===== src/rtl/jt12_pg_regs_pkg.sv =====
// jt12_pg_regs_pkg: register addresses, slot count and slot-index helper
package jt12_pg_regs_pkg;
   localparam int SLOTS = 24;
   localparam logic [7:0] REG_KON   = 8'h28;
   localparam logic [7:0] REG_DTMUL = 8'h30;
   localparam logic [7:0] REG_FNLO  = 8'hA0;
   localparam logic [7:0] REG_FNHI  = 8'hA4;
   typedef logic [4:0] slot_t;
   function automatic slot_t slot_idx(input logic [1:0] opidx, input logic part, input logic [1:0] ch);
      return slot_t'(5'(opidx) * 5'd6 + (part ? 5'd3 : 5'd0) + 5'(ch));
   endfunction
endpackage


===== src/rtl/jt12_pg_regs_if.sv =====
// jt12_pg_regs_if: CPU register-write bus into the phase-generator register file
interface jt12_pg_regs_if;
   logic       wr;
   logic       part;
   logic [7:0] addr;
   logic [7:0] din;
   modport master (output wr, part, addr, din);
   modport slave  (input  wr, part, addr, din);
endinterface


===== src/rtl/jt12_pg_regs.sv =====
// jt12_pg_regs: phase-generator register file and 24-slot sequencer
module jt12_pg_regs
   import jt12_pg_regs_pkg::*;
(
   input  logic          clk,
   input  logic          rst,
   jt12_pg_regs_if.slave bus,
   output logic [10:0]   fnum_I,
   output logic [2:0]    block_I,
   output logic [2:0]    dt1_II,
   output logic          keyon_II,
   output logic [3:0]    mul_V,
   output logic          zero
);
   logic [10:0]      r_fnum [6];
   logic [2:0]       r_block [6];
   logic [5:0]       r_latch [2];
   logic [2:0]       r_dt1 [SLOTS];
   logic [3:0]       r_mul [SLOTS];
   logic [SLOTS-1:0] r_key, r_pend;
   slot_t            r_cnt, r_slot_I, r_slot_II, r_slot_III, r_slot_IV;
   logic [1:0]       w_ch;
   logic [2:0]       w_chan, w_cch;
   logic             w_fnlo, w_fnhi, w_dtmul, w_kon;
   slot_t            w_dslot;
   slot_t            w_kslot [4];
   logic [3:0]       w_kbits;
   assign w_ch    = bus.addr[1:0];
   assign w_chan  = bus.part ? 3'd3 + {1'b0, w_ch} : {1'b0, w_ch};
   assign w_cch   = 3'(r_cnt % 5'd6);
   assign w_fnlo  = bus.wr && bus.addr[7:2] == REG_FNLO[7:2] && w_ch != 2'd3;
   assign w_fnhi  = bus.wr && bus.addr[7:2] == REG_FNHI[7:2] && w_ch != 2'd3;
   assign w_dtmul = bus.wr && bus.addr[7:4] == REG_DTMUL[7:4] && w_ch != 2'd3;
   assign w_dslot = slot_idx(bus.addr[3:2], bus.part, w_ch);
   assign w_kon   = bus.wr && bus.addr == REG_KON && bus.din[1:0] != 2'd3;
   // key bits come as S1,S2,S3,S4 while slots are ordered S1,S3,S2,S4
   assign w_kbits = {bus.din[7], bus.din[5], bus.din[6], bus.din[4]};
   always_comb
      for (int k = 0; k < 4; k++) w_kslot[k] = slot_idx(2'(k), bus.din[2], bus.din[1:0]);
   always_ff @(posedge clk) begin
      if (rst) begin
         for (int i = 0; i < 6; i++) begin
            r_fnum[i]  <= '0;
            r_block[i] <= '0;
         end
         for (int i = 0; i < SLOTS; i++) begin
            r_dt1[i] <= '0;
            r_mul[i] <= '0;
         end
         r_latch[0] <= '0;
         r_latch[1] <= '0;
         r_key      <= '0;
         r_pend     <= '0;
         r_cnt      <= '0;
         r_slot_I   <= '0;
         r_slot_II  <= '0;
         r_slot_III <= '0;
         r_slot_IV  <= '0;
         fnum_I     <= '0;
         block_I    <= '0;
         dt1_II     <= '0;
         keyon_II   <= 1'b0;
         mul_V      <= '0;
         zero       <= 1'b0;
      end else begin
         r_cnt      <= r_cnt == 5'(SLOTS - 1) ? '0 : r_cnt + 5'd1;
         r_slot_I   <= r_cnt;
         r_slot_II  <= r_slot_I;
         r_slot_III <= r_slot_II;
         r_slot_IV  <= r_slot_III;
         fnum_I     <= r_fnum[w_cch];
         block_I    <= r_block[w_cch];
         zero       <= r_cnt == '0;
         dt1_II     <= r_dt1[r_slot_I];
         keyon_II   <= r_pend[r_slot_I];
         mul_V      <= r_mul[r_slot_IV];
         r_pend[r_slot_I] <= 1'b0;
         if (w_fnhi) r_latch[bus.part] <= bus.din[5:0];
         if (w_fnlo) begin
            r_fnum[w_chan]  <= {r_latch[bus.part][2:0], bus.din};
            r_block[w_chan] <= r_latch[bus.part][5:3];
         end
         if (w_dtmul) begin
            r_dt1[w_dslot] <= bus.din[6:4];
            r_mul[w_dslot] <= bus.din[3:0];
         end
         // a fresh key-on overrides the stage-II clear so the pulse lands on the next visit
         if (w_kon)
            for (int k = 0; k < 4; k++) begin
               r_key[w_kslot[k]] <= w_kbits[k];
               if (w_kbits[k] && !r_key[w_kslot[k]]) r_pend[w_kslot[k]] <= 1'b1;
            end
      end
   end
endmodule

===== src/flat_wrapper.sv =====
// flat-port wrapper written by rule: the top's interface ports become plain ports
module jt12_pg_regs_flat import jt12_pg_regs_pkg::*;
  (clk, rst, fnum_I, block_I, dt1_II, keyon_II, mul_V, zero, bus_wr, bus_part, bus_addr, bus_din);
  jt12_pg_regs_if bus_i ();
  input  logic clk;
  input  logic rst;
  output logic [10:0] fnum_I;
  output logic [2:0] block_I;
  output logic [2:0] dt1_II;
  output logic keyon_II;
  output logic [3:0] mul_V;
  output logic zero;
  input wire logic [$bits(bus_i.wr)-1:0] bus_wr;
  input wire logic [$bits(bus_i.part)-1:0] bus_part;
  input wire logic [$bits(bus_i.addr)-1:0] bus_addr;
  input wire logic [$bits(bus_i.din)-1:0] bus_din;
  assign bus_i.wr = bus_wr;
  assign bus_i.part = bus_part;
  assign bus_i.addr = bus_addr;
  assign bus_i.din = bus_din;
  jt12_pg_regs u_core (.clk(clk), .rst(rst), .bus(bus_i), .fnum_I(fnum_I), .block_I(block_I), .dt1_II(dt1_II), .keyon_II(keyon_II), .mul_V(mul_V), .zero(zero));
endmodule

===== config.mk =====
export PLATFORM = sky130hd
export DESIGN_NAME = jt12_pg_regs_flat
export DESIGN_NICKNAME = d
export VERILOG_FILES = /design/src/rtl/jt12_pg_regs_pkg.sv /design/src/rtl/jt12_pg_regs_if.sv /design/src/rtl/jt12_pg_regs.sv /design/src/flat_wrapper.sv
export SDC_FILE = /design/constraint.sdc
export NUM_CORES = 1
export LEC_CHECK = 0
export BUFFER_PORTS_ARGS = -buffer_cell sky130_fd_sc_hd__buf_2
export CORE_ASPECT_RATIO = 1.5
export CORE_MARGIN = 5
export CORE_UTILIZATION = 40
export DETAILED_ROUTE_END_ITERATION = 10
export PLACE_DENSITY = 0.6
export SYNTH_ARGS = -nofsm -noshare
export SYNTH_HDL_FRONTEND = slang
export SYNTH_SLANG_ARGS = --single-unit

===== constraint.sdc =====
create_clock -name clk -period 3.6 [get_ports clk]
set_input_delay 0.18 -clock clk [delete_from_list [all_inputs] [get_ports clk]]
set_output_delay 0.18 -clock clk [all_outputs]
set_load 0.1 [all_outputs]

==> flow_summary.json <==
{
  "postRouteWirelength_mm": 52.1,
  "ant_nets": 0,
  "synth_area_leader_cell": "edfxtp_1",
  "overflow": 0,
  "crit_fanout": 42,
  "clk_latency_ns": 0.56,
  "yosysSeqAreaShare_pct": 61.2,
  "cts.sinks": 444,
  "drt_iter0_markers": 959,
  "ir_drop_v": 0.000321,
  "max_freq_ghz": 0.320,
  "vias": 12900,
  "end_kind": "register",
  "die_width_um": 194,
  "avgSynthCellArea_um2": 12.9,
  "dieArea_mm2": 0.0552,
  "timing.hold.ws_ns": 0.0352,
  "setup_violations": 0,
  "drive_gt1_share_pct": 20.1,
  "syn2layout_area_growth_pct": 13.3,
  "cts-root-buf": "clkbuf_16",
  "layout_setup_ws_ns": 0.471,
  "drc": 0,
  "synthArstFlopShare_pct": 0,
  "synth-edff-count": 348,
  "syn_inst": 1561,
  "required_ns": 4.03,
  "tightest_slew_ns": 0.867,
  "regToRegSetupSlack_ns": 0.47,
  "synth_seq_cells": 444,
  "reg2reg_depth": 14,
  "fin_skew_ns": 0.0138,
  "post_cts_resized": 0,
  "synth_area_leaders": "edfxtp_1 (52%), dfxtp_1 (9.5%), mux4_2 (8.8%)",
  "synthesis.nets": 1605,
  "finalCriticalPeriod_ns": 3.13,
  "numCtsBuffers": 43,
  "grt.total_usage_pct": 18.7,
  "dp_hpwl_mm": 35.5,
  "outcome": "finished clean",
  "hold-path-endpoint": "u_core.r_mul[25][2]$_DFFE_PP_",
  "synth_commonest_cells": "edfxtp_1 (348), nor2_1 (142), nor3_1 (112), dfxtp_1 (96), clkbuf_1 (91)",
  "yosysTopAreaCellShare_pct": 51.7,
  "final_nets": 1647,
  "grt_pass1_wl_mm": 80.9,
  "cp_data_arrival_time_ns": 3.56,
  "drv_slew": 0,
  "die_h_um": 285,
  "cap_violations": 0,
  "cts_tree": "yes",
  "pwr_density_cell_mw_per_mm2": 513,
  "port_buffers": 42,
  "coreArea_mm2": 0.0503,
  "initial_core_util_pct": 40.2,
  "critical_path_class": "register to register",
  "post_synth_num_cell_types": 73,
  "whs_path_depth": 1,
  "min_from": "bus_din[2]",
  "grt_pass1_vias": 13600,
  "fin_crit_sh_pct": 86.9,
  "viasPerCell": 5.61,
  "leakagePower_uw": 0.00781,
  "cts_buffer_depth": 3,
  "rows": 101,
  "gp_congestion": 0.845,
  "synth_area_mm2": 0.0202,
  "wl_per_cell_um": 22.6,
  "rsz0062_at_grt": "false",
  "grt_max_degree": 73,
  "slew_headroom_pct": 42.1,
  "finalSetupTns_ns": 0,
  "cts_setup_buffers": 0,
  "fillers": 4599,
  "place_ws_ns": 0.419,
  "synth_ff_type": "edfxtp_1",
  "crit_path_start_kind": "register",
  "finalHoldViolCount": 0,
  "ys_warn_count": 0,
  "antenna_found_initial": 0,
  "r2r_start": "u_core.r_cnt[4]$_SDFF_PP0_",
  "hp-class": "primary input to register",
  "yosysMostFrequentCell": "edfxtp_1",
  "drt_pass1_iterations": 5,
  "clkTransAtPathRegs_ns": 0.06,
  "cts-htree-levels": 2,
  "io-pin-count": 43,
  "regToRegEndpoint": "u_core.fnum_I[5]$_SDFF_PP0_",
  "cts-hold-fix-buffers": 0,
  "diodes": 0
}
-- area by class of cell --
cell class                      instances  area (um^2)  area share (%)
Sequential cell                       444        12400            54.1
Tap cell                              669          837            3.66
Clock inverter                         25          314            1.37
Inverter                               38          143           0.623
Timing Repair Buffer                  127          886            3.87
Multi-Input combinational cell        949         7130            31.2
Clock buffer                           54         1200            5.26
-- worst max path at each step --
stage | depth (start not counted) | slack, ns | endpoint | from
floorplan | 6 | 0.29 | u_core.r_block[6][0]$_DFFE_PP_ | bus_addr[0]
global placement | 9 | 0.42 | u_core.r_dt1[0][2]$_SDFFCE_PN0P_ | bus_addr[1]
detailed placement | 9 | 0.42 | u_core.r_dt1[0][2]$_SDFFCE_PN0P_ | bus_addr[1]
CTS | 14 | 0.47 | u_core.fnum_I[5]$_SDFF_PP0_ | u_core.r_cnt[4]$_SDFF_PP0_
global route | 14 | 0.28 | u_core.fnum_I[10]$_SDFF_PP0_ | u_core.r_cnt[3]$_SDFF_PP0_
finish | 14 | 0.47 | u_core.fnum_I[5]$_SDFF_PP0_ | u_core.r_cnt[4]$_SDFF_PP0_
-- layer usage --
metal  part of all wire [%]  wire length, um  track usage (%)
met2                     55            28800             36.1
met1                     36            18900             20.8
met3                    4.3             2220             2.17
met5                      0                0                0
met4                    4.1             2120             7.31
-- logic make-up (layout without fill, tap and decap cells) --
group,count (synthesis),count (layout),synth area share (%)
simple gates,539,539,13.5
flops,444,444,61.2
compound gates,248,248,8.30
buf+inv,168,244,3.54
mux,131,131,11.6
fa+ha+maj,24,24,1.60
xor+xnor,7,7,0.303
-- flip-flops by register name (all words and copies together), names as in the netlist, 4 cells and up --
signal / flops
u_core.r_mul: 128
u_core.r_key: 24
u_core.mul_V: 4
u_core.r_slot_I: 5
u_core.r_cnt: 5
u_core.r_pend: 24
u_core.r_dt1: 96
u_core.r_slot_II: 5
u_core.r_block: 24
u_core.r_latch: 12
u_core.r_slot_III: 5
u_core.fnum_I: 11
u_core.r_slot_IV: 5
u_core.r_fnum: 88
-- cell usage in the layout, fill, tap and decap left out, types with 42 or more instances in the layout --
master / instances
nor3_1: 112
buf_4: 82
clkbuf_16: 45
and2_1: 84
mux4_2: 79
edfxtp_1: 348
o21ai_0: 79
a21oi_1: 46
buf_2: 42
nor2_1: 142
dfxtp_1: 92
nand2_1: 75
-- power by group --
group | leakage, uW | internal (uW) | switching, uW
Combinational | 0.00298 | 331 | 817
Clock | 0.000744 | 2830 | 2000
Sequential | 0.00408 | 5680 | 75.5
Total | 0.00781 | 8840 | 2890
-- worst max-delay path, stage by stage, from the launching register on --
cell and delay [ns]:
dfxtp_1 0.36, and2b_4 0.28, nand2_1 0.05, ha_1 0.25
xnor2_1 0.15, and2_1 0.18, ha_1 0.20, inv_1 0.06
o31a_1 0.15, o2111ai_2 0.16, or2_1 0.29, buf_4 0.27
a221o_1 0.37, o211ai_1 0.12, o211ai_2 0.11
-- through the flow --
step                instances  util [%]  area, um^2  total power (uW)
finish                   2306      45.5       22900             11700
global placement         2227      42.5       21400              7010
floorplan                1561         -       20200              6650
global route             2306      45.5       22900             12100
detailed placement       2227      42.5       21400              7020
CTS                      2306      45.5       22900             11800
Note: power is estimated with default switching activity, not from simulation.
